$ cat src/rtl/dispatch_ctrl_pkg.sv
// Shared RISC-V definitions for the dispatch path: opcodes, FSM encoding,
// queue entry layout and the head-instruction resource classifier.
package riscv_defs;

    localparam logic [6:0] OP_LUI   = 7'b0110111;
    localparam logic [6:0] OP_AUIPC = 7'b0010111;
    localparam logic [6:0] OP_JAL   = 7'b1101111;
    localparam logic [6:0] OP_JALR  = 7'b1100111;
    localparam logic [6:0] OP_BR    = 7'b1100011;
    localparam logic [6:0] OP_LOAD  = 7'b0000011;
    localparam logic [6:0] OP_STORE = 7'b0100011;
    localparam logic [6:0] OP_IMM   = 7'b0010011;
    localparam logic [6:0] OP_REG   = 7'b0110011;

    typedef enum logic {
        ST_RUN   = 1'b0,
        ST_JWAIT = 1'b1
    } state_t;

    // Which downstream structure, besides the ROB, an instruction occupies.
    typedef enum logic [1:0] {
        CLS_RS  = 2'd0,
        CLS_LSB = 2'd1,
        CLS_ROB = 2'd2
    } res_class_t;

    typedef struct packed {
        logic [31:0] inst;
        logic [31:0] pc;
        logic        pred;
    } entry_t;

    function automatic res_class_t classify(input logic [6:0] op);
        res_class_t cls;
        case (op)
            OP_AUIPC, OP_JAL, OP_BR, OP_IMM, OP_REG: cls = CLS_RS;
            OP_LOAD, OP_STORE:                       cls = CLS_LSB;
            default:                                 cls = CLS_ROB;
        endcase
        return cls;
    endfunction

endpackage

$ cat src/rtl/dispatch_ctrl_fifo.sv
// Circular instruction buffer. Flush wins over push/pop; the caller is
// responsible for never pushing when full or popping when empty.
module inst_fifo
    import riscv_defs::*;
#(
    parameter int QLOG = 4
) (
    input  logic          clk,
    input  logic          rst,
    input  logic          push,
    input  logic          pop,
    input  logic          flush,
    input  entry_t        wdata,
    output entry_t        rdata,
    output logic [QLOG:0] count,
    output logic          full
);

    localparam int DEPTH = 1 << QLOG;

    entry_t          mem [DEPTH];
    logic [QLOG-1:0] head;
    logic [QLOG-1:0] tail;

    assign rdata = mem[head];
    assign full  = (count == (QLOG+1)'(DEPTH));

    // Pointer and occupancy bookkeeping; pointers wrap naturally at DEPTH.
    always_ff @(posedge clk or posedge rst) begin
        if (rst) begin
            head  <= '0;
            tail  <= '0;
            count <= '0;
        end else if (flush) begin
            head  <= '0;
            tail  <= '0;
            count <= '0;
        end else begin
            if (push) tail <= tail + 1'b1;
            if (pop)  head <= head + 1'b1;
            case ({push, pop})
                2'b10:   count <= count + (QLOG+1)'(1);
                2'b01:   count <= count - (QLOG+1)'(1);
                default: count <= count;
            endcase
        end
    end

    // Entry storage; contents need no reset because count gates validity.
    always_ff @(posedge clk) begin
        if (push && !flush) mem[tail] <= wdata;
    end

endmodule

$ cat src/rtl/dispatch_ctrl.sv
// Dispatch controller: buffers fetched instructions, issues the head when
// its downstream resources are free, sequences JALR redirects, and flushes
// on rollback.
// Handshakes: a push happens on a cycle where if_valid && if_ready; an
// issue happens on a cycle where dec_valid is high (the decoder always
// accepts). Both take effect at the following rising clock edge.
module dispatch_ctrl
    import riscv_defs::*;
#(
    parameter int QLOG = 4
) (
    input  logic          clk,
    input  logic          rst,
    input  logic          rdy,
    input  logic          rollback,
    input  logic          if_valid,
    input  logic [31:0]   if_inst,
    input  logic [31:0]   if_pc,
    input  logic          if_pred_jump,
    output logic          if_ready,
    input  logic          rob_full,
    input  logic          rs_full,
    input  logic          lsb_full,
    output logic          dec_valid,
    output logic [31:0]   dec_inst,
    output logic [31:0]   dec_pc,
    output logic          dec_pred_jump,
    input  logic          jalr_need_pause,
    input  logic          jalr_resolve,
    input  logic [31:0]   jalr_target,
    output logic          redirect_valid,
    output logic [31:0]   redirect_pc,
    output logic [QLOG:0] q_count
);

    state_t      state;
    state_t      state_nxt;
    logic        redir_nxt;
    logic [31:0] redir_pc_nxt;
    entry_t      head_e;
    entry_t      push_e;
    logic        q_full;
    logic        res_ok;
    logic        jalr_issue;
    logic        push;
    logic        pop;
    logic        flush;

    assign dec_inst      = head_e.inst;
    assign dec_pc        = head_e.pc;
    assign dec_pred_jump = head_e.pred;
    assign push_e        = '{inst: if_inst, pc: if_pc, pred: if_pred_jump};

    // Resource check for the head instruction's class.
    always_comb begin
        res_ok = 1'b0;
        case (classify(head_e.inst[6:0]))
            CLS_RS:  res_ok = !rob_full && !rs_full;
            CLS_LSB: res_ok = !rob_full && !lsb_full;
            default: res_ok = !rob_full;
        endcase
    end

    assign dec_valid  = rdy && !rollback && (state == ST_RUN) &&
                        (q_count != '0) && res_ok;
    assign jalr_issue = dec_valid && (head_e.inst[6:0] == OP_JALR);
    // Pushes are refused on a JALR issue: everything behind it is wrong-path.
    assign if_ready   = !rst && rdy && !rollback && (state == ST_RUN) &&
                        !q_full && !jalr_issue;
    assign push       = if_valid && if_ready;
    assign pop        = dec_valid && !jalr_issue;
    assign flush      = rollback || jalr_issue;

    inst_fifo #(.QLOG(QLOG)) u_fifo (
        .clk   (clk),
        .rst   (rst),
        .push  (push),
        .pop   (pop),
        .flush (flush),
        .wdata (push_e),
        .rdata (head_e),
        .count (q_count),
        .full  (q_full)
    );

    // JALR sequencing and redirect pulse generation; rollback dominates.
    always_comb begin
        state_nxt    = state;
        redir_nxt    = redirect_valid;
        redir_pc_nxt = redirect_pc;
        if (rollback) begin
            state_nxt = ST_RUN;
            redir_nxt = 1'b0;
        end else if (rdy) begin
            redir_nxt = 1'b0;
            case (state)
                ST_RUN: begin
                    if (jalr_issue) begin
                        if (jalr_resolve) begin
                            redir_nxt    = 1'b1;
                            redir_pc_nxt = jalr_target;
                        end else if (jalr_need_pause) begin
                            state_nxt = ST_JWAIT;
                        end
                    end
                end
                ST_JWAIT: begin
                    if (jalr_resolve) begin
                        redir_nxt    = 1'b1;
                        redir_pc_nxt = jalr_target;
                        state_nxt    = ST_RUN;
                    end
                end
                default: state_nxt = ST_RUN;
            endcase
        end
    end

    // FSM state and registered redirect outputs.
    always_ff @(posedge clk or posedge rst) begin
        if (rst) begin
            state          <= ST_RUN;
            redirect_valid <= 1'b0;
            redirect_pc    <= '0;
        end else begin
            state          <= state_nxt;
            redirect_valid <= redir_nxt;
            redirect_pc    <= redir_pc_nxt;
        end
    end

endmodule

$ cat config.mk
export PLATFORM = sky130hd
export DESIGN_NAME = dispatch_ctrl
export DESIGN_NICKNAME = d
export VERILOG_FILES = /design/src/rtl/dispatch_ctrl_pkg.sv /design/src/rtl/dispatch_ctrl_fifo.sv /design/src/rtl/dispatch_ctrl.sv
export SDC_FILE = /design/constraint.sdc
export NUM_CORES = 1
export LEC_CHECK = 0
export CAP_MARGIN = 20
export CORE_ASPECT_RATIO = 1.4
export CORE_MARGIN = 5
export CORE_UTILIZATION = 60
export DETAILED_ROUTE_END_ITERATION = 16
export GPL_TIMING_DRIVEN = 0
export HOLD_SLACK_MARGIN = 0.12
export PLACE_DENSITY_LB_ADDON = 0.08
export SLEW_MARGIN = 25
export SYNTH_ARGS = -nofsm -noshare
export SYNTH_HDL_FRONTEND = slang
export SYNTH_SLANG_ARGS = --single-unit
export TNS_END_PERCENT = 20
$ cat constraint.sdc
create_clock -name clk -period 10.91 [get_ports clk]
set_clock_uncertainty 0.15 [all_clocks]
set_input_delay 1.091 -clock clk [delete_from_list [all_inputs] [get_ports clk]]
set_output_delay 1.091 -clock clk [all_outputs]
set_load 0.01 [all_outputs]
==> summary.md, run 1 <==
| Metric | Value |
|---|---|
| # resized after CTS | `0` |
| Critical setup path kind | `flop to primary output` |
| Remaining DRCs | `0` |
| Post-DRT Antenna Nets | `0` |
| Max VDD drop | `0.167 mV` |
| CTS H-Tree Depth | `3` |
| Sink Count | `roughly 1100` |
| Worst Max-Slew Pin Slew | `approximately 1100 ps` |
| Vias per std cell | `roughly 6.2` |
| CTS buffer count | `99` |
| Met3 Routed Length | `6760 microns` |
| WL/cell | `slightly below 30 microns` |
| CP arrival | `approximately 5000 ps` |
| Pre-CTS setup slack | `5070 ps` |
| Post-Syn Area | `41600 sq um` |
| CTS tree | `yes` |
| Largest delay share family, worst path | `buffers and inverters` |
| 1st-pass router iterations | `7` |
| Worst endpoint required time | `~9700 ps` |
| GRT Util Overall | `25.8%` |
| Min setup slack post-route | `4590 ps` |
| Final setup viols | `0` |
| Hold-fix buffers, CTS | `0` |
| Met2 WL | `just over 50000 microns` |
| NumNets Final | `around 2300` |
| Clock Latency Late Sink | `between 600 and 700 ps` |
| RSZ-0062 raised after global routing | `false` |
| Pin count of the biggest net entering global routing | `34` |
| Buffers on Ports | `211` |
| HP Class | `flop to flop` |
| Final-report max-slew violation count | `0` |
| Worst setup EP type | `primary output` |
| Gpl congestion | `0.782` |
| Max Clock Freq | `158 MHz` |
| Syn Inst Count | `between 1500 and 2000` |
| Crit path time final | `between 6000 and 7000 ps` |
| Std cell rows | `around 110` |
| GRT overflow | `0` |
| Critical Path Max Stage Delay | `720 ps` |
| Met1 Wirelength | `approximately 36000 microns` |
| HPWL after DPL | `approximately 64000 microns` |
| Core area | `68900 sq um` |
| First-pass GRT wire length | `around 140000 microns` |
| Final Hold Vio Count | `0` |
| Post-Syn Nets | `about 1800` |
| R2R Setup Slk | `just over 5000 ps` |
| Fin crit share | `around 58%` |
| Top sig layer | `met5` |
| Cell count after placement | `approximately 3000` |
| DIE AREA | `74700 sq um` |
| Vias | `between 15000 and 20000` |
| Synthesized area per cell | `24.6 sq um` |
| Worst setup SP type | `flop` |
| Worst path bufs/invs | `6` |
| Starting DRT DRC Count | `2141` |
| Status | `finished clean` |
| Die width | `~230 microns` |
| Final WL | `about 95000 microns` |
| # IOs | `around 210` |
| Leakage | `0.0161 uW` |
| Power Density | `between 150 and 200 nW/um^2` |
| Cells along the critical path | `buf_4 -> buf_2 -> buf_2 -> buf_1 -> buf_1 -> mux4_2 -> mux4_2 -> clkdlybuf4s50_1` |
| Post-Layout Cell Count | `3200` |
| Slew margin rel. | `between 20 and 30%` |
| Clock root cell | `clkbuf_16` |
| Clock slew at reported path FFs | `60 ps` |
| Initial antenna violation count | `4` |
| Post-CTS setup buffer count | `0` |
| Synth-to-Final Area Change | `19.5%` |
| MaxCap Viol Count | `0` |
| Starting density of the core | `roughly three fifths` |
| Worst Path Max Fanout | `10` |
| Share of layout cells above drive strength 1 | `approximately a third` |
| Yosys warnings | `0` |
| Yosys reg bits | `about 1100` |
| Seq/Total Area, Yosys | `between 70 and 80%` |
| Count of different cell masters after synthesis | `between 50 and 60` |
| Crit-path slowest cell | `buf_1` |
| Chip height | `321 microns` |
| Number of global-route vias before repair | `between 20000 and 25000` |
| Clk buf depth | `3` |
[layout make-up]
| type | instances | area (sq um) |
|---|---|---|
| clock buffers | 123 | 2680 |
| well taps | 928 | 1160 |
| fillers | 3965 | 19200 |
| clock inverters | 60 | 642 |
| flip-flops and latches | 1087 | 32400 |
| inverters | 14 | 52.6 |
| diodes | 3 | 7.51 |
| repair buffers | 395 | 3490 |
| plain buffers | 86 | 474 |
| multi-input cells | 504 | 8790 |
[power by group]
part           internal [uW]  switching, uW
logic                    224            216
clock network           2050           1480
registers               4580           9.42
[sequential cells by signal, summed over array words and instances, names as in the netlist]
name,flops
redirect_valid,1
u_fifo.count,5
redirect_pc,32
u_fifo.mem,1040
state,1
u_fifo.tail,4
u_fifo.head,4
[layout by cell type (no fill, tap or decap), drive strengths merged, types with 13 or more instances in the layout]
master,n
edfxtp,1040
mux4,314
clkdlybuf4s50,211
buf,211
clkbuf,182
dfrtp,47
clkinv,43
mux2,38
nand2,28
nor4,16
inv,15
nor2,14
bufinv,13
[path summary, 6_finish.rpt]
check,endpoint,cells after the start,startpoint
min in group asynchronous,u_fifo.count[4],2,rst
setup / recovery,dec_pc[24],8,u_fifo.head[1]
hold / removal,redirect_pc[12],1,redirect_pc[12]
setup reg to reg,u_fifo.mem[10][55],20,u_fifo.head[2]
hold reg to reg,redirect_pc[12],1,redirect_pc[12]
max in group asynchronous,redirect_pc[27],3,rst
[synthesized netlist by cell type, drive strengths merged]
cell,number,area [sq um]
buf,35,248
nor4,16,156
mux2,38,537
a221oi,1,8.76
edfxtp,1040,31200
a31oi,1,6.26
xnor2,4,35.0
a21o,2,15.0
a2bb2oi,1,8.76
nor2b,7,43.8
a211o,1,8.76
a41oi,1,8.76
mux4,314,7070
a22o,2,17.5
or2,1,6.26
a311oi,1,8.76
a21boi,3,22.5
dfrtp,47,1180
nor2,14,52.6
o22ai,1,12.5
nand2b,4,25.0
a22oi,9,77.6
a32o,1,10.0
nand2,28,113
o221ai,2,17.5
o31a,1,8.76
inv,14,52.6
fa,1,20.0
mux2i,9,90.1
o211a,1,10.0
nand4,2,12.5
o21ai,4,20.0
a221o,1,10.0
nor3,5,25.0
o21a,1,7.51
a21oi,2,10.0
o32a,1,10.0
clkbuf,51,191
or4,2,15.0
nand4b,1,8.76
and2,7,43.8
ha,8,100
nand3,6,30.0
[worst reg2reg max path, cell delays in order, from the launching register on]
cell and delay, ps:
dfrtp_1 350, clkbuf_1 350, clkbuf_2 520, nor2_1 250
a22oi_1 280, nand2_2 160, a21boi_0 160, o32a_1 370
o31a_1 250, buf_6 140, a21o_1 170, buf_2 190
nor4_2 410, buf_2 280, buf_2 210, buf_2 210
buf_2 230, buf_2 230, buf_4 180, buf_2 200
buf_2 240
[logic make-up after synthesis]
| family | share of synthesized area [%] |
|---|---|
| fa+ha+maj | 0.289 |
| compound gates | 0.719 |
| mux | 18.5 |
| flops | 77.9 |
| xor+xnor | 0.0842 |
| buf+inv | 1.18 |
| simple gates | 1.28 |
[per-layer routing]
| layer | track usage [%] | vias up |
|---|---|---|
| met3 | 4.31 | 96 |
| met5 | 0 | - |
| met1 | 35.2 | 10700 |
| li1 | - | 8285 |
| met2 | 45.0 | 863 |
| met4 | 5.99 | 2 |
[stage by stage]
step                power [uW]  hold WS (ps)  instance area (sq um)  util (%)  setup TNS, ps
floorplan                 4920           345                  41600         -              0
global placement          5110           323                  44900      65.1       -3819420
detailed placement        5120           332                  46400      67.3              0
CTS                       8630           346                  49700      72.1              0
global route              8840           357                  49700      72.1              0
finish                    8570           344                  49700      72.1              0
Power figures use the tool's default switching activity.
==> run 2, diff against run 1 <==
==> constraint.sdc (replaced) <==
create_clock -name clk -period 6.1 [get_ports clk]
set_clock_uncertainty 0.15 [all_clocks]
set_input_delay 0.61 -clock clk [delete_from_list [all_inputs] [get_ports clk]]
set_output_delay 0.61 -clock clk [all_outputs]
set_load 0.01 [all_outputs]
==> run 2 against run 1 <==
Compared with the run above: sequential cell count is the same; via count is essentially flat; sequential power grew 79%; combinational power grew 80%; register-to-register slack lost 4500 ps; first-iteration DRC count grew 4.3%; count of clock-buffer cells in the layout shrank 3; largest power group unchanged.
==> summary.md, run 2 (synthesis gave the netlist of run 1 again) <==
| Metric | Value |
|---|---|
| Hold Path Stages | `1` |
| Final WL | `roughly 95000 microns` |
| Vias per std cell | `roughly 6.3` |
| Power Density | `approximately 300 nW/um^2` |
| Pre-CTS setup slack | `102 ps` |
| GRT Util Overall | `25.9%` |
| 1st-pass router iterations | `5` |
| Core area | `~69000 sq um` |
| Worst setup SP type | `flop` |
| Hold Path Origin | `redirect_pc[13]` |
| Vias | `19900` |
| Reg2Reg Depth | `17` |
| MaxCap Viol Count | `0` |
| Max FFs per register | `roughly 1000` |
| Worst endpoint required time | `approximately 5300 ps` |
| CTS buffer count | `98` |
| Initial antenna violation count | `6` |
| CP arrival | `about 5000 ps` |
| Commonest non-fill, non-tap cells in the layout | `edfxtp_1 (1040), mux4_2 (314), clkdlybuf4s50_1 (211)` |
| Post-DRT Antenna Nets | `0` |
| Biggest register | `u_fifo.mem` |
| GRT met2 Usage | `44.5%` |
| Worst R2R End | `u_fifo.mem[8][5]` |
| Number of global-route vias before repair | `20900` |
| WL/cell | `30.2 microns` |
| RSZ-0062 raised after global routing | `false` |
| Gpl congestion | `~0.76` |
| GRT overflow | `0` |
| Sink Count | `~1100` |
| Clock Latency Late Sink | `around 650 ps` |
| Met1 Use GR | `35.5%` |
| Share of layout cells above drive strength 1 | `a little under a third` |
| Clock slew at reported path FFs | `about 60 ps` |
| Fin crit share | `94.4%` |
| Utilization after layout | `71.9%` |
| Remaining DRCs | `0` |
| DIE AREA | `~75000 sq um` |
| Std cell rows | `approximately 110` |
| Most common cell after layout, fill and taps aside | `edfxtp_1` |
| Leakage | `roughly 0.016 uW` |
| Min setup slack post-route | `341 ps` |
| Critical setup path kind | `flop to primary output` |
| Status | `finished clean` |
| Die width | `about 230 microns` |
| Starting density of the core | `between 60% and 70%` |
| Power Total | `~15000 uW` |
| # IOs | `212` |
| Placed inst area | `around 46000 sq um` |
| First-pass GRT wire length | `~140000 microns` |
| Max Clock Freq | `about 170 MHz` |
| R2R Setup Slk | `roughly 540 ps` |
| Regs by FF count | `u_fifo.mem (1040), redirect_pc (32), u_fifo.count (5)` |
| Final hold slack | `between 300 and 400 ps` |
| Met3 GRT Util | `4.68%` |
| Chip height | `~320 microns` |
| CTS tree | `yes` |
| Slew margin rel. | `~29%` |
| Synth-to-Final Area Change | `19.1%` |
| Worst Max-Slew Pin Slew | `1070 ps` |
| HP Class | `flop to flop` |
| Max VDD drop | `about 0.26 mV` |
| Worst reg2reg startpoint | `u_fifo.head[2]` |
| Starting DRT DRC Count | `about 2200` |
| Post-CTS setup buffer count | `0` |
| Final-report max-slew violation count | `0` |
| Final Hold Vio Count | `0` |
| Worst setup EP type | `primary output` |
| Worst Path Max Fanout | `10` |
| CTS H-Tree Depth | `3` |
| Crit path time final | `5760 ps` |
| Buffers on Ports | `211` |
| Clk buf depth | `3` |
| Final setup viols | `0` |
| Hold Path End | `redirect_pc[13]` |
| HPWL after DPL | `between 60000 and 70000 microns` |
| Clock root cell | `clkbuf_16` |
| NumNets Final | `2254` |
| Final instance area | `slightly below 50000 sq um` |
| Busiest layer in global routing | `met2` |
| Pin count of the biggest net entering global routing | `34` |
## run 2: cell types whose count changed in the layout (fill, tap and decap cells not counted), moves of 3 or more
cell / delta
buf_2: -77
buf_4: +10
buf_6: +18
buf_8: +3
bufinv_16: -4
clkbuf_1: +3
clkbuf_2: -3
clkbuf_8: -3
inv_6: +3
nor4_2: -6
nor4_4: +6
## run 2: timing repair
action,CTS,global route
gates resized for setup,0,3
hold buffers,1,0
endpoints found under the setup margin,0,20
hold endpoints to repair,13,0
## run 2: final cells by class
| cell class | count | area (sq um) |
|---|---|---|
| diodes | 3 | 7.51 |
| plain buffers | 86 | 474 |
| clock buffers | 120 | 2600 |
| clock inverters | 61 | 562 |
| fillers | 3936 | 19400 |
| inverters | 14 | 52.6 |
| multi-input cells | 504 | 8850 |
| flip-flops and latches | 1087 | 32400 |
| well taps | 928 | 1160 |
| repair buffers | 347 | 3400 |
## run 2: where the power goes
part / switching (uW) / internal, uW / leakage (uW)
registers: 15.7 / 8190 / 0.00999
logic: 390 / 401 / 0.00424
clock network: 2650 / 3420 / 0.00155
## run 2: worst max path at each step
stage,cells after the start,slack [ps],startpoint,endpoint
2_1_floorplan,13,-1020,u_fifo.head[0],u_fifo.mem[7][0]
3_3_place_gp,13,-6560,u_fifo.head[2],u_fifo.mem[8][61]
3_5_place_dp,17,100,u_fifo.head[2],u_fifo.mem[8][61]
4_1_cts,17,70,u_fifo.head[2],u_fifo.mem[8][5]
5_1_grt,8,160,u_fifo.head[1],dec_pc[25]
6_report,8,340,u_fifo.head[1],dec_pc[23]
## run 2: critical path, stage by stage (launching register included)
cell             delay [ps]
dfrtp_1                 490
buf_4                   270
buf_2                   300
buf_2                   380
buf_1                   630
buf_1                   740
mux4_2                  430
mux4_2                  550
clkdlybuf4s50_1         530
## run 2: metal layers
metal | up-vias | share of wire (%)
met5 | - | 0.042
met4 | 6 | 1.8
met3 | 129 | 7.1
met2 | 855 | 53
met1 | 10700 | 38
li1 | 8178 | -
## run 2: per-stage QoR
step | TNS (ps) | std cells
after global routing | 0 | 3147
after CTS | 0 | 3146
after global placement | -5852150 | 2830
after floorplan | -808740 | 1691
final | 0 | 3150
after detailed placement | 0 | 2964
==> run 3, diff against run 2 <==
--- a/config.mk
+++ b/config.mk
@@ -8,7 +8,7 @@
 export CAP_MARGIN = 20
 export CORE_ASPECT_RATIO = 1.4
 export CORE_MARGIN = 5
-export CORE_UTILIZATION = 60
+export CORE_UTILIZATION = 54
 export DETAILED_ROUTE_END_ITERATION = 16
 export GPL_TIMING_DRIVEN = 0
 export HOLD_SLACK_MARGIN = 0.12
==> constraint.sdc (replaced) <==
create_clock -name clk -period 5.1 [get_ports clk]
set_clock_uncertainty 0.15 [all_clocks]
set_input_delay 0.51 -clock clk [delete_from_list [all_inputs] [get_ports clk]]
set_output_delay 0.51 -clock clk [all_outputs]
set_load 0.01 [all_outputs]
==> run 3 against run 2 <==
Compared with the run above: final cell count up 2.5%; sequential cell count did not move; register-to-register slack worse by 330 ps; sequential power up 20%; cell area is 1.1% higher; total power grew 21%; highest routed layer unchanged; count of clock-buffer cells in the layout grew 13; largest cell class unchanged.
==> summary.md, run 3 (synthesis gave the netlist of run 1 again) <==
| Metric | Value |
|---|---|
| Cells along the critical path | `buf_8 -> buf_8 -> mux4_2 -> a22oi_1 -> nand2_2 -> a21boi_2 -> o32a_1 -> o31a_1 -> buf_6 -> a21o_1 -> buf_6 -> buf_12 -> nor4_4 -> buf_6 -> buf_4 -> buf_4 -> buf_4 -> buf_4` |
| Worst Path Max Fanout | `10` |
| RSZ-0062 raised after global routing | `false` |
| Clock Latency Late Sink | `between 600 and 700 ps` |
| Vias per std cell | `roughly 6` |
| Power Density | `~360 nW/um^2` |
| Sink Count | `approximately 1100` |
| Hold Path End | `redirect_pc[13]` |
| MaxCap Viol Count | `0` |
| Worst setup SP type | `flop` |
| HPWL after DPL | `65200 microns` |
| Slew margin rel. | `between 20% and 30%` |
| FILL cells | `approximately 4900` |
| Final-report max-slew violation count | `0` |
| Setup TNS | `0 ps` |
| Biggest register | `u_fifo.mem` |
| Max Clock Freq | `roughly 200 MHz` |
| Synth-to-Final Area Change | `20.3%` |
| Fin crit share | `approximately 96%` |
| Crit-path slowest cell | `mux4_2` |
| Clk buf depth | `3` |
| GRT Util Overall | `roughly a quarter` |
| Multi-input logic area | `between 8000 and 9000 sq um` |
| Hold Path Stages | `2` |
| Crit-path most repeated cell | `buf_4` |
| Critical Path Max Stage Delay | `~520 ps` |
| Vias | `19800` |
| 1st-pass router iterations | `5` |
| Status | `finished clean` |
| Critical path depth in cells | `18` |
| Share of layout cells above drive strength 1 | `between 30% and 40%` |
| Max FFs per register | `roughly 1000` |
| GRT overflow | `0` |
| Final setup viols | `0` |
| Crit path time final | `4890 ps` |
| Chip height | `around 340 microns` |
| Buffers on Ports | `about 210` |
| CP arrival | `around 5000 ps` |
| Worst reg2reg startpoint | `u_fifo.head[0]` |
| Utilization after layout | `65.5%` |
| Worst endpoint required time | `around 5300 ps` |
| Post-DRT Antenna Nets | `0` |
| Max VDD drop | `approximately 0.28 mV` |
| Initial antenna violation count | `9` |
| Final Hold Vio Count | `0` |
| Hold Path Origin | `jalr_target[13]` |
| Starting DRT DRC Count | `between 2000 and 2500` |
| Number of global-route vias before repair | `between 20000 and 25000` |
| CTS H-Tree Depth | `3` |
| R2R Setup Slk | `210 ps` |
| Register area | `between 30000 and 40000 sq um` |
| CTS buffer count | `a little over 100` |
| Final WL | `97400 microns` |
| # IOs | `around 210` |
| Starting density of the core | `54.4%` |
| Largest delay share family, worst path | `buffers and inverters` |
| Remaining DRCs | `0` |
| Clock slew at reported path FFs | `roughly 60 ps` |
| Regs by FF count | `u_fifo.mem (1040), redirect_pc (32), u_fifo.count (5)` |
| Gpl congestion | `0.748` |
| WL/cell | `30.2 microns` |
| Clock root cell | `clkbuf_16` |
| Worst setup EP type | `flop` |
| CTS tree | `yes` |
| Leakage | `0.0161 uW` |
| Reg2Reg Depth | `18` |
| Pin count of the biggest net entering global routing | `35` |
| NumNets Final | `~2300` |
| Worst R2R End | `u_fifo.mem[8][0]` |
| Critical setup path kind | `flop to flop` |
| Most common cell after layout, fill and taps aside | `edfxtp_1` |
| First-pass GRT wire length | `143000 microns` |
| Std cell rows | `120` |
| HP Class | `input port to flop` |
| Worst path bufs/invs | `10` |
| DIE AREA | `approximately 83000 sq um` |
| Die width | `245 microns` |
| Core area | `around 76000 sq um` |
| Worst Max-Slew Pin Slew | `about 1100 ps` |
| Commonest non-fill, non-tap cells in the layout | `edfxtp_1 (1040), mux4_2 (314), clkdlybuf4s50_1 (211)` |
==> run 3: how the worst max path moves through the flow <==
stage | startpoint | end | slack [ps]
final | u_fifo.head[0] | u_fifo.mem[8][0] | 210
after detailed placement | u_fifo.head[2] | u_fifo.mem[8][61] | -730
after floorplan | u_fifo.head[0] | u_fifo.mem[11][0] | -360
after global placement | u_fifo.head[2] | u_fifo.mem[8][61] | -4120
after CTS | u_fifo.head[0] | dec_pc[5] | 8
after global routing | u_fifo.head[0] | u_fifo.mem[7][63] | 3
==> run 3: what timing repair did <==
action | CTS | global route
hold buffers | 1 | 0
pin swaps | 7 | 4
gates cloned | 0 | 0
setup buffers | 5 | 10
hold endpoints to repair | 18 | 0
gates resized for setup | 80 | 13
setup endpoints to repair | 640 | 106
==> run 3: where the power goes <==
group          internal (uW)  switching, uW  total, uW
logic                    489            469        959
clock network           4210           3210       7420
registers               9800           19.6       9820
total                  14500           3700      18200
==> run 3: metal layers <==
metal	up-vias	global-route usage [%]	wire length [microns]
met1	10700	32.0	38100
met5	-	0	55
met3	106	4.23	6200
li1	8242	-	-
met2	726	41.2	51600
met4	8	4.89	1450
==> run 3: final cells by class <==
type | instances | share of cell area (%)
Antenna cell | 5 | 0.0250
Buffer | 86 | 1.20
Clock buffer | 133 | 5.50
Clock inverter | 53 | 1.00
Inverter | 14 | 0.105
Multi-Input combinational cell | 504 | 17.7
Sequential cell | 1087 | 64.8
Tap cell | 976 | 2.44
Timing Repair Buffer | 370 | 7.26
==> run 3: through the flow <==
stage / worst slack, ps / cell area, sq um / hold slack [ps] / instances / power [uW]
after global placement: -4120 / 45100 / 322 / 2878 / 10900
after floorplan: -363 / 41800 / 345 / 1691 / 10500
after global routing: 2.96 / 50000 / 296 / 3225 / 18800
after CTS: 8.21 / 49900 / 266 / 3213 / 18400
after detailed placement: -733 / 46500 / 326 / 3021 / 11000
final: 214 / 50000 / 305 / 3228 / 18200
